===== src/rtl/serial_adder.sv =====
// Bit-serial adder: loads two WIDTH-bit operands and a carry-in, then adds one
// bit per clock LSB first through a single full-adder slice. The carry is held
// in a register between bits. Start/busy/done handshake toward the controller.
module serial_adder #(
  parameter int unsigned WIDTH = 8
) (
  input  logic             clk,
  input  logic             nrst,
  input  logic             start,
  input  logic [WIDTH-1:0] a,
  input  logic [WIDTH-1:0] b,
  input  logic             ci,
  output logic             busy,
  output logic             done,
  output logic [WIDTH-1:0] sum,
  output logic             co
);

  // cnt counts 0..WIDTH-1; sized to hold WIDTH so the width formula stays simple
  localparam int unsigned CntW = $clog2(WIDTH + 1);
  localparam logic [CntW-1:0] CntLast = CntW'(WIDTH - 1);

  typedef enum logic [1:0] {
    StIdle,
    StShift,
    StDone
  } state_e;

  state_e           state_q;
  logic [WIDTH-1:0] op_a_q;
  logic [WIDTH-1:0] op_b_q;
  logic [WIDTH-1:0] acc_q;
  logic             carry_q;
  logic [CntW-1:0]  cnt_q;

  logic             fa_s;
  logic             fa_co;
  logic [WIDTH-1:0] acc_shift;

  // Full-adder slice on the operand LSBs and the accumulator with the new bit
  // entering at the MSB (written without a slice so WIDTH=1 stays legal).
  always_comb begin
    fa_s                 = op_a_q[0] ^ op_b_q[0] ^ carry_q;
    fa_co                = (op_a_q[0] & op_b_q[0]) | ((op_a_q[0] | op_b_q[0]) & carry_q);
    acc_shift            = acc_q >> 1;
    acc_shift[WIDTH-1]   = fa_s;
  end

  // Control FSM and datapath registers; all outputs are registered here.
  always_ff @(posedge clk) begin
    if (!nrst) begin
      state_q <= StIdle;
      op_a_q  <= '0;
      op_b_q  <= '0;
      acc_q   <= '0;
      carry_q <= 1'b0;
      cnt_q   <= '0;
      busy    <= 1'b0;
      done    <= 1'b0;
      sum     <= '0;
      co      <= 1'b0;
    end else begin
      unique case (state_q)
        StIdle: begin
          done <= 1'b0;
          if (start) begin
            op_a_q  <= a;
            op_b_q  <= b;
            carry_q <= ci;
            acc_q   <= '0;
            cnt_q   <= '0;
            busy    <= 1'b1;
            state_q <= StShift;
          end
        end
        StShift: begin
          carry_q <= fa_co;
          acc_q   <= acc_shift;
          op_a_q  <= op_a_q >> 1;
          op_b_q  <= op_b_q >> 1;
          cnt_q   <= cnt_q + 1'b1;
          if (cnt_q == CntLast) begin
            // Final bit: publish the result including this slice's output
            sum     <= acc_shift;
            co      <= fa_co;
            done    <= 1'b1;
            state_q <= StDone;
          end
        end
        StDone: begin
          done    <= 1'b0;
          busy    <= 1'b0;
          state_q <= StIdle;
        end
        default: begin
          state_q <= StIdle;
        end
      endcase
    end
  end

endmodule


===== config.mk =====
export PLATFORM = sky130hd
export DESIGN_NAME = serial_adder
export DESIGN_NICKNAME = d
export VERILOG_FILES = /design/src/rtl/serial_adder.sv
export SDC_FILE = /design/constraint.sdc
export NUM_CORES = 1
export LEC_CHECK = 0
export CAP_MARGIN = 15
export CORE_ASPECT_RATIO = 0.7
export CORE_MARGIN = 2
export CORE_UTILIZATION = 25
export DETAILED_ROUTE_END_ITERATION = 8
export PLACE_DENSITY_LB_ADDON = 0.1
export SKIP_CTS_REPAIR_TIMING = 1
export SYNTH_ARGS = -nofsm -noshare
export SYNTH_HDL_FRONTEND = slang
export SYNTH_SLANG_ARGS = --single-unit

===== constraint.sdc =====
create_clock -name clk -period 2.5 [get_ports clk]
set_clock_uncertainty 0.1 [all_clocks]
set_input_delay 0.5 -clock clk [delete_from_list [all_inputs] [get_ports clk]]
set_output_delay 0.5 -clock clk [all_outputs]
set_load 0.1 [all_outputs]

# Word-level counts from Yosys, hierarchy flattened
# Cells that the tools add are included.
# totals
reg_bits	42
input_bits	20
output_inout_bits	11
# op_classes
add_sub_neg	1
n_eq_ne	5
mux	17
bitwise_logic	6
reduce_logical	10
# op_table
op	n
$pmux 8 s2	3
$mux 8	3
$reduce_and 2->1	5
$pmux 4 s2	1
$pmux 1 s2	3
$reduce_bool 2->1	3
$add 4x1->4 const B	1
$eq 4x3->1 const B	1
$mux 2	2
$mux 4	1
$ne 2x2->1 const B	2
$pmux 2 s2	1
$mux 1	3
$and 1x1->1	2
$eq 2x1->1 const B	1
$eq 2x2->1 const B	1
$logic_not 2->1	1
$or 1x1->1	2
$reduce_or 2->1	1
$xor 1x1->1	2

# Depth between registers and ports, before layout
# Gate-level depths: netlist of the first run.
# logic_depth
word_depth	4
depth_mapped	6

# Worst setup path after synthesis of the first run
# Ideal clock, no wire load.
# synth_timing
path_kind	input to register
start	input port start
end	register op_a_q[6]
setup_ns	0.133
arrival_ns	1.298
path_slack_ns	0.969
stages	5
cell_sequence	clkbuf_2 > buf_2 > or3b_1 > o21ai_0 > a21oi_1
# synth_between
elab_chain_len	2
# synth_lines
element	line_no	source
start, declared	9	input logic start,
$ne 2x2->1 (no line)	n/a	
$reduce_and 2->1 (no line)	n/a	
end signal, assigned	79	op_a_q <= op_a_q >> 1;
end, declared	30	logic [WIDTH-1:0] op_a_q;
# Every way passes these cells.
# A chain may end at the register's enable or synchronous reset.

# Final worst setup path of the first run
# layout_timing
start	input port start
end	register acc_q[3]
# layout_between
elab_chain_len	2
# layout_lines
element	line_no	source
$ne 2x2->1 (no line)	n/a	
$reduce_and 2->1 (no line)	n/a	
end signal, assigned	78	acc_q <= acc_shift;
end, declared	32	logic [WIDTH-1:0] acc_q;
# Every way passes these cells.

==> results.json, run 1 <==
{
  "dieWidth_um": 105,
  "nFillCells": 723,
  "placeableCoreArea_mm2": 0.00685,
  "numCtsBuffers": 5,
  "total_power_mw": 1.32,
  "syn-mean-instance-area_um2": 9.28,
  "required_ns": 2.59,
  "fmax_mhz": 538,
  "slew_headroom_pct": 54.5,
  "r2r-start": "state_q[0]",
  "path_class": "input port to register",
  "finalHoldViolCount": 0,
  "holdPathEnd": "sum[5]",
  "end_kind": "register",
  "clock_path_buffers": 2,
  "p_clk_share_pct": 34.2,
  "hp-start": "sum[5]",
  "die_h_um": 75,
  "dieArea_mm2": 0.00791,
  "nNetsFinal": 243,
  "gr-usage-all-layers_pct": 11.7,
  "maxSlewViolCount": 0,
  "setup_viol": 0,
  "busiest_layer": "met2",
  "grt_max_degree": 39,
  "antenna_found_initial": 0,
  "first_global_vias": 1439,
  "netlist.top_cell.by_area": "dfxtp_1",
  "use_met3_pct": 3.12,
  "drt_pass1_iterations": 4,
  "synthTopCellsByArea": "dfxtp_1, o221ai_1, mux2i_1",
  "final_common_cell": "dfxtp_1",
  "rsz0062_at_grt": "no",
  "drc": 0,
  "area_growth_pct": 25.0,
  "syn_nets": 216,
  "synth_top_area_share_pct": 45.6,
  "yosysWarnings": 0,
  "min_path_cells": 2,
  "ys_ff_latch": 41,
  "crit_path_top_delay_cell": "clkdlybuf4s50_1",
  "insertion_delay_ns": 0.29,
  "worstMarginPinSlew_ns": 0.683,
  "switching_power_uw": 359,
  "cp_max_fo": 17,
  "p_int_uw": 964,
  "hp-class": "register to register",
  "worst_ep_arrival_time_ns": 1.95,
  "io_pins": 31,
  "wl_per_cell_um": 13.9,
  "cpMostUsedCell": "buf_4",
  "r2r-end": "cnt_q[3]",
  "power_frac_seq_pct": 53.5,
  "netlist_area_mm2": 0.00180,
  "cts_root_buf": "clkbuf_8",
  "fin_setup_tns_ns": 0,
  "hpwl_um": 2870,
  "reg2reg_depth": 3,
  "gp_congestion": 0.706,
  "maxCapViolations": 0,
  "row_count": 25,
  "power_frac_comb_pct": 12.3,
  "path_cells": "clkdlybuf4s50_1, buf_4, o21bai_1, buf_4, a22oi_1, nor2_1",
  "peakVddDrop_mv": 0.199,
  "htreeDepth": 2,
  "vias_per_cell": 4.74,
  "numPortBuffers": 30,
  "switching_share_pct": 27.2,
  "grt_use_met1_pct": 16.4,
  "drive_gt1_share_pct": 16.7,
  "fin_crit_ns": 1.86,
  "final_cell_mix": "dfxtp_1, nand2_1, clkdlybuf4s50_1",
  "synth-seq-area-share_pct": 45.6,
  "vias": 1498,
  "finalWirelength_um": 4390,
  "crit_path_max_incr_delay_ns": 0.77,
  "grt_pass1_wl_um": 7140,
  "ys_types": 36,
  "status": "finished, final reports clean",
  "clock_sinks": 41,
  "globalRouteOverflowTotal": 0,
  "cts_tree": "yes",
  "power_density_mw_per_mm2": 588,
  "period_share_pct": 74.4,
  "power_leakage_nw": 0.798,
  "grt.met2_usage_pct": 17.2,
  "initial_core_util_pct": 26.3,
  "drtIter0Drc": 71,
  "cp-start-kind": "input port",
  "postSynthCellCount": 194,
  "detail-route-antenna-nets": 0,
  "clkTransAtPathRegs_ns": 0.09,
  "regArea_um2": 821,
  "n_antenna_cell": 0,
  "ff2ff_setup_slack_ns": 0.70,
  "multi_input_area_um2": 847
}
==> synth_stat cells (all sizes together) <==
| library cell | count |
|---|---|
| dfxtp | 41 |
| o221ai | 15 |
| clkbuf | 6 |
| o22ai | 8 |
| and4b | 2 |
| ha | 1 |
| nand2 | 20 |
| or3b | 9 |
| o21ai | 10 |
| nand3 | 2 |
| mux2i | 10 |
| nor2 | 10 |
| clkinv | 1 |
| nand2b | 2 |
| buf | 12 |
| nor3b | 1 |
| nor3 | 1 |
| a22oi | 8 |
| a21oi | 17 |
| a211oi | 1 |
| or3 | 1 |
| o21a | 1 |
| o21bai | 1 |
| nor2b | 2 |
| a32o | 2 |
| inv | 6 |
| fa | 1 |
| and2 | 2 |
| a31oi | 1 |
==> area by class of cell <==
type                    count  area share, %
flip-flops and latches     41           36.5
inverters                   7           1.17
clock inverters             3           1.11
well taps                  94           5.23
repair buffers             38           15.3
multi-input cells         128           37.6
clock buffers               5           3.06
==> flip-flops by register name, summed over array words and instances, names as in the netlist <==
name     flops
sum          8
carry_q      1
state_q      2
co           1
busy         1
op_b_q       8
done         1
op_a_q       8
cnt_q        4
acc_q        7
==> critical path: cells and delay by family <==
kind                   cells  cell delay (ns)
AO/OA/AOI/OAI              2             0.21
buffers and inverters      3             1.18
AND/OR/NAND/NOR            1             0.06
==> logic make-up after synthesis <==
| logic type | synth area share [%] |
|---|---|
| fa+ha+maj | 1.81 |
| simple gates | 16.1 |
| mux | 5.56 |
| flops | 45.6 |
| compound gates | 23.6 |
| buf+inv | 7.37 |
==> how the worst max path moves through the flow <==
stage | startpoint | end | slack [ns] | cells after the start
after floorplan | start | op_a_q[6] | 0.97 | 5
after global placement | start | acc_q[3] | 0.34 | 6
after detailed placement | start | acc_q[4] | 0.31 | 6
after CTS | start | cnt_q[3] | 0.62 | 6
after global routing | start | cnt_q[3] | 0.47 | 6
final | start | acc_q[3] | 0.64 | 6
==> layer usage <==
layer,part of all wire [%],vias to the layer above
met5,0,-
met4,1.1,0
met3,4.9,5
met2,39,32
met1,55,693
li1,-,768
==> power by group through the flow <==
stage / Sequential, mW / Clock (mW) / Combinational (mW)
3_3_place_gp: 0.724 / 0 / 0.164
3_5_place_dp: 0.723 / 0 / 0.163
4_1_cts: 0.707 / 0.480 / 0.164
2_1_floorplan: 0.723 / 0 / 0.101
5_1_grt: 0.713 / 0.504 / 0.182
6_report: 0.707 / 0.453 / 0.163
==> per-stage QoR <==
| step | setup WS [ns] | hold WS [ns] | util [%] | std cells | area [µm²] |
|---|---|---|---|---|---|
| 3_5_place_dp | 0.310 | 0.351 | 31.5 | 308 | 2160 |
| 3_3_place_gp | 0.343 | 0.349 | 31.5 | 308 | 2160 |
| 6_report | 0.640 | 0.363 | 32.9 | 316 | 2250 |
| 2_1_floorplan | 0.969 | 0.338 | - | 194 | 1800 |
| 4_1_cts | 0.618 | 0.367 | 32.9 | 316 | 2250 |
| 5_1_grt | 0.471 | 0.382 | 32.9 | 316 | 2250 |
No activity file was read; power rests on OpenSTA's default activity.
==> run 2: changes to the inputs <==
- clock period: 2.5 -> 1.7 ns (I/O delays scaled with it)
==> results.json, run 2 (synthesis gave the netlist of run 1 again) <==
{
  "status": "finished, final reports clean",
  "regArea_um2": 821,
  "power_frac_seq_pct": 52.4,
  "io_pins": 31,
  "top_layer": "met4",
  "power_frac_comb_pct": 12.8,
  "setup_viol": 0,
  "total_power_mw": 1.99,
  "globalRouteOverflowTotal": 0,
  "clock_sinks": 41,
  "nNetsFinal": 252,
  "peakVddDrop_mv": 0.308,
  "drt_pass1_iterations": 5,
  "die_h_um": 75,
  "met3_length_um": 242,
  "finalHoldViolCount": 0,
  "final_common_cell": "dfxtp_1",
  "rsz0062_at_grt": "no",
  "drive_gt1_share_pct": 19.9,
  "hpwl_um": 2940,
  "worstMarginPinSlew_ns": 0.312,
  "gr-usage-all-layers_pct": 11.9,
  "dieWidth_um": 105,
  "placeableCoreArea_mm2": 0.00685,
  "wl_per_cell_um": 13.7,
  "top_regs": "op_a_q: 8 flops, op_b_q: 8 flops, sum: 8 flops",
  "insertion_delay_ns": 0.29,
  "maxSlewViolCount": 0,
  "antenna_found_initial": 0,
  "p_clk_share_pct": 34.8,
  "required_ns": 1.78,
  "detail-route-antenna-nets": 0,
  "grt_pass1_wl_um": 7210,
  "vias": 1533,
  "wl_met2_um": 1740,
  "nFillCells": 708,
  "dieArea_mm2": 0.00791,
  "p_int_mw": 1.47,
  "worst_ep_arrival_time_ns": 1.62,
  "drc": 0,
  "m1WireLength_um": 2430,
  "end_kind": "register",
  "path_class": "input port to register",
  "numCtsBuffers": 5,
  "cts_tree": "yes",
  "switching_power_uw": 522,
  "cp-start-kind": "input port",
  "fmax_mhz": 653,
  "initial_core_util_pct": 26.3,
  "clkTransAtPathRegs_ns": 0.08,
  "hold_slack_ns": 0.377,
  "area_growth_pct": 36.6,
  "cp_max_fo": 16,
  "clock_path_buffers": 2,
  "gp_congestion": 0.715,
  "period_share_pct": 90.1,
  "first_global_vias": 1421,
  "hp-class": "register to register",
  "grt_max_degree": 37,
  "htreeDepth": 2,
  "vias_per_cell": 4.72,
  "power_leakage_nw": 0.877,
  "fin_crit_ns": 1.53,
  "drtIter0Drc": 98,
  "final_cell_mix": "dfxtp_1, nand2_1, clkdlybuf4s50_1",
  "finalWirelength_um": 4470,
  "switching_share_pct": 26.3,
  "power_density_mw_per_mm2": 809,
  "slew_headroom_pct": 79.1,
  "row_count": 25,
  "n_antenna_cell": 0,
  "multi_input_area_um2": 847,
  "numPortBuffers": 30,
  "maxCapViolations": 0,
  "cts_root_buf": "clkbuf_8"
}
-- run 2: cell types whose count changed in the layout (fill, tap and decap cells not counted) --
cell	previous run	this run
clkinv_2	0	1
buf_4	18	16
inv_6	1	0
clkbuf_8	5	6
buf_12	1	12
clkinvlp_4	1	0
-- run 2: power by group through the flow --
| stage | sequential [mW] | clock, mW | combinational, mW |
|---|---|---|---|
| 4_1_cts | 1.04 | 0.726 | 0.258 |
| 6_report | 1.04 | 0.692 | 0.256 |
| 5_1_grt | 1.05 | 0.776 | 0.282 |
| 2_1_floorplan | 1.06 | 0 | 0.149 |
| 3_5_place_dp | 1.06 | 0 | 0.256 |
| 3_3_place_gp | 1.06 | 0 | 0.259 |
-- run 2: critical path, cell delays in order --
cell and delay [ns]:
clkdlybuf4s50_1 0.46, buf_4 0.19, or3b_2 0.45, o21ai_0 0.09
a21oi_1 0.08
-- run 2: final timing paths --
path / from / to / slack (ns) / cells past startpoint
min: acc_q[1] / sum[0] / 0.38 / 2
max: start / op_a_q[1] / 0.17 / 5
min reg2reg: acc_q[1] / sum[0] / 0.38 / 2
max reg2reg: state_q[0] / co / 0.20 / 3
-- run 2: area by class of cell --
cell class,instances,area share (%)
clock buffers,6,3.36
clock inverters,2,0.560
inverters,7,1.07
multi-input cells,128,34.5
flip-flops and latches,41,33.4
well taps,94,4.78
repair buffers,47,22.4
-- run 2: routing by layer --
| layer | vias to the layer above | GRT usage [%] |
|---|---|---|
| met3 | 5 | 3.55 |
| met2 | 36 | 15.5 |
| li1 | 782 | - |
| met1 | 710 | 17.8 |
| met5 | - | 0 |
| met4 | 0 | 4.89 |
-- run 2: metrics by stage --
stage               utilization, %  cells  worst slack [ns]  area [µm²]  TNS, ns
floorplan                        -    194             0.303        1800        0
global placement              34.5    317            -0.127        2360    -2.36
detailed placement            34.5    317            -0.142        2360    -2.51
CTS                           35.9    325             0.179        2460        0
global route                  35.9    325            0.0833        2460        0
finish                        35.9    325             0.169        2460        0
==> run 3: changes to the inputs <==
- GPL_TIMING_DRIVEN: unset -> 0
- SLEW_MARGIN: unset -> 25
==> results.json, run 3 (synthesis gave the netlist of run 1 again) <==
{
  "status": "finished, final reports clean",
  "power_density_mw_per_mm2": 870,
  "cts_tree": "yes",
  "cp_max_fo": 10,
  "hp-class": "register to register",
  "finalHoldViolCount": 0,
  "p_int_mw": 1.45,
  "cp-start-kind": "input port",
  "detail-route-antenna-nets": 0,
  "fin_crit_ns": 1.55,
  "numPortBuffers": 29,
  "path_class": "input port to register",
  "clkTransAtPathRegs_ns": 0.08,
  "grt_use_met1_pct": 18.9,
  "hpwl_um": 3110,
  "drive_gt1_share_pct": 18.6,
  "place_ws_ns": -0.230,
  "nFillCells": 727,
  "end_kind": "register",
  "area_growth_pct": 25.1,
  "row_count": 25,
  "rsz0062_at_grt": "no",
  "die_h_um": 75,
  "first_global_vias": 1423,
  "drc": 0,
  "insertion_delay_ns": 0.29,
  "clock_sinks": 41,
  "wl_per_cell_um": 13.8,
  "antenna_found_initial": 0,
  "worst_slack_ns": 0.146,
  "p_clk_share_pct": 34.6,
  "power_frac_seq_pct": 52.9,
  "globalRouteOverflowTotal": 0,
  "peakVddDrop_mv": 0.289,
  "n_antenna_cell": 0,
  "final_core_util_pct": 32.9,
  "fin_setup_tns_ns": 0,
  "fmax_mhz": 644,
  "drt_pass1_iterations": 4,
  "gr-usage-all-layers_pct": 12.2,
  "busiest_layer": "met1",
  "worstMarginPinSlew_ns": 0.546,
  "io_pins": 31,
  "cts_root_buf": "clkbuf_8",
  "nNetsFinal": 252,
  "clock_path_buffers": 2,
  "total_power_mw": 1.96,
  "grt_pass1_wl_um": 7420,
  "dieArea_mm2": 0.00791,
  "required_ns": 1.82,
  "use_met3_pct": 3.46,
  "period_share_pct": 91.4,
  "initial_core_util_pct": 26.3,
  "setup_viol": 0,
  "gp_congestion": 0.737,
  "final_common_cell": "dfxtp_1",
  "maxSlewViolCount": 0,
  "worst_ep_arrival_time_ns": 1.68,
  "switching_power_uw": 509,
  "vias": 1519,
  "power_leakage_nw": 0.816,
  "final_cell_mix": "dfxtp_1, nand2_1, clkdlybuf4s50_1",
  "slew_headroom_pct": 63.8,
  "drtIter0Drc": 62,
  "grt.met2_usage_pct": 15.3,
  "vias_per_cell": 4.67,
  "dieWidth_um": 105,
  "numCtsBuffers": 5,
  "placeableCoreArea_mm2": 0.00685,
  "htreeDepth": 2,
  "maxCapViolations": 0,
  "grt_max_degree": 14,
  "switching_share_pct": 26.0,
  "top_regs": "op_a_q: 8 flops, op_b_q: 8 flops, sum: 8 flops",
  "power_frac_comb_pct": 12.5,
  "finalWirelength_um": 4470
}
[run 3: critical path: stages]
cell             delay, ns
clkdlybuf4s50_1       0.48
buf_2                 0.21
clkbuf_1              0.38
nand2_1               0.12
mux2i_1               0.14
[run 3: final cells by class]
cell class / instances / area (µm²) / share of cell area, %
Clock buffer: 6 / 82.6 / 3.67
Clock inverter: 2 / 13.8 / 0.611
Inverter: 7 / 26.3 / 1.17
Sequential cell: 41 / 821 / 36.4
Buffer: 18 / 109 / 4.83
Multi-Input combinational cell: 128 / 847 / 37.6
Tap cell: 94 / 118 / 5.22
Timing Repair Buffer: 29 / 235 / 10.4
[run 3: layer usage]
metal / routed length (µm) / part of all wire [%] / up-vias
met5: 0 / 0 / -
met4: 57 / 1.3 / 0
met3: 228 / 5.1 / 5
met2: 1700 / 38 / 37
met1: 2480 / 56 / 696
li1: - / - / 781
[run 3: worst paths after layout]
kind / from / endpoint / slack (ns) / cells after the start
max: nrst / sum[0] / 0.15 / 5
min: sum[2] / sum[2] / 0.37 / 2
max reg2reg: state_q[0] / sum[6] / 0.18 / 6
min reg2reg: sum[2] / sum[2] / 0.37 / 2
[run 3: power by group through the flow]
stage | logic [mW] | clock network [mW] | registers, mW
after floorplan | 0.149 | 0 | 1.06
after global placement | 0.250 | 0 | 1.06
after detailed placement | 0.249 | 0 | 1.06
after CTS | 0.250 | 0.700 | 1.04
after global routing | 0.277 | 0.746 | 1.04
final | 0.246 | 0.677 | 1.04
[run 3: stage by stage]
step	hold WS (ns)	area (µm²)	instances
after CTS	0.368	2300	325
after global placement	0.349	2210	317
final	0.365	2250	325
after floorplan	0.338	1800	194
after global routing	0.380	2250	325
after detailed placement	0.345	2210	317
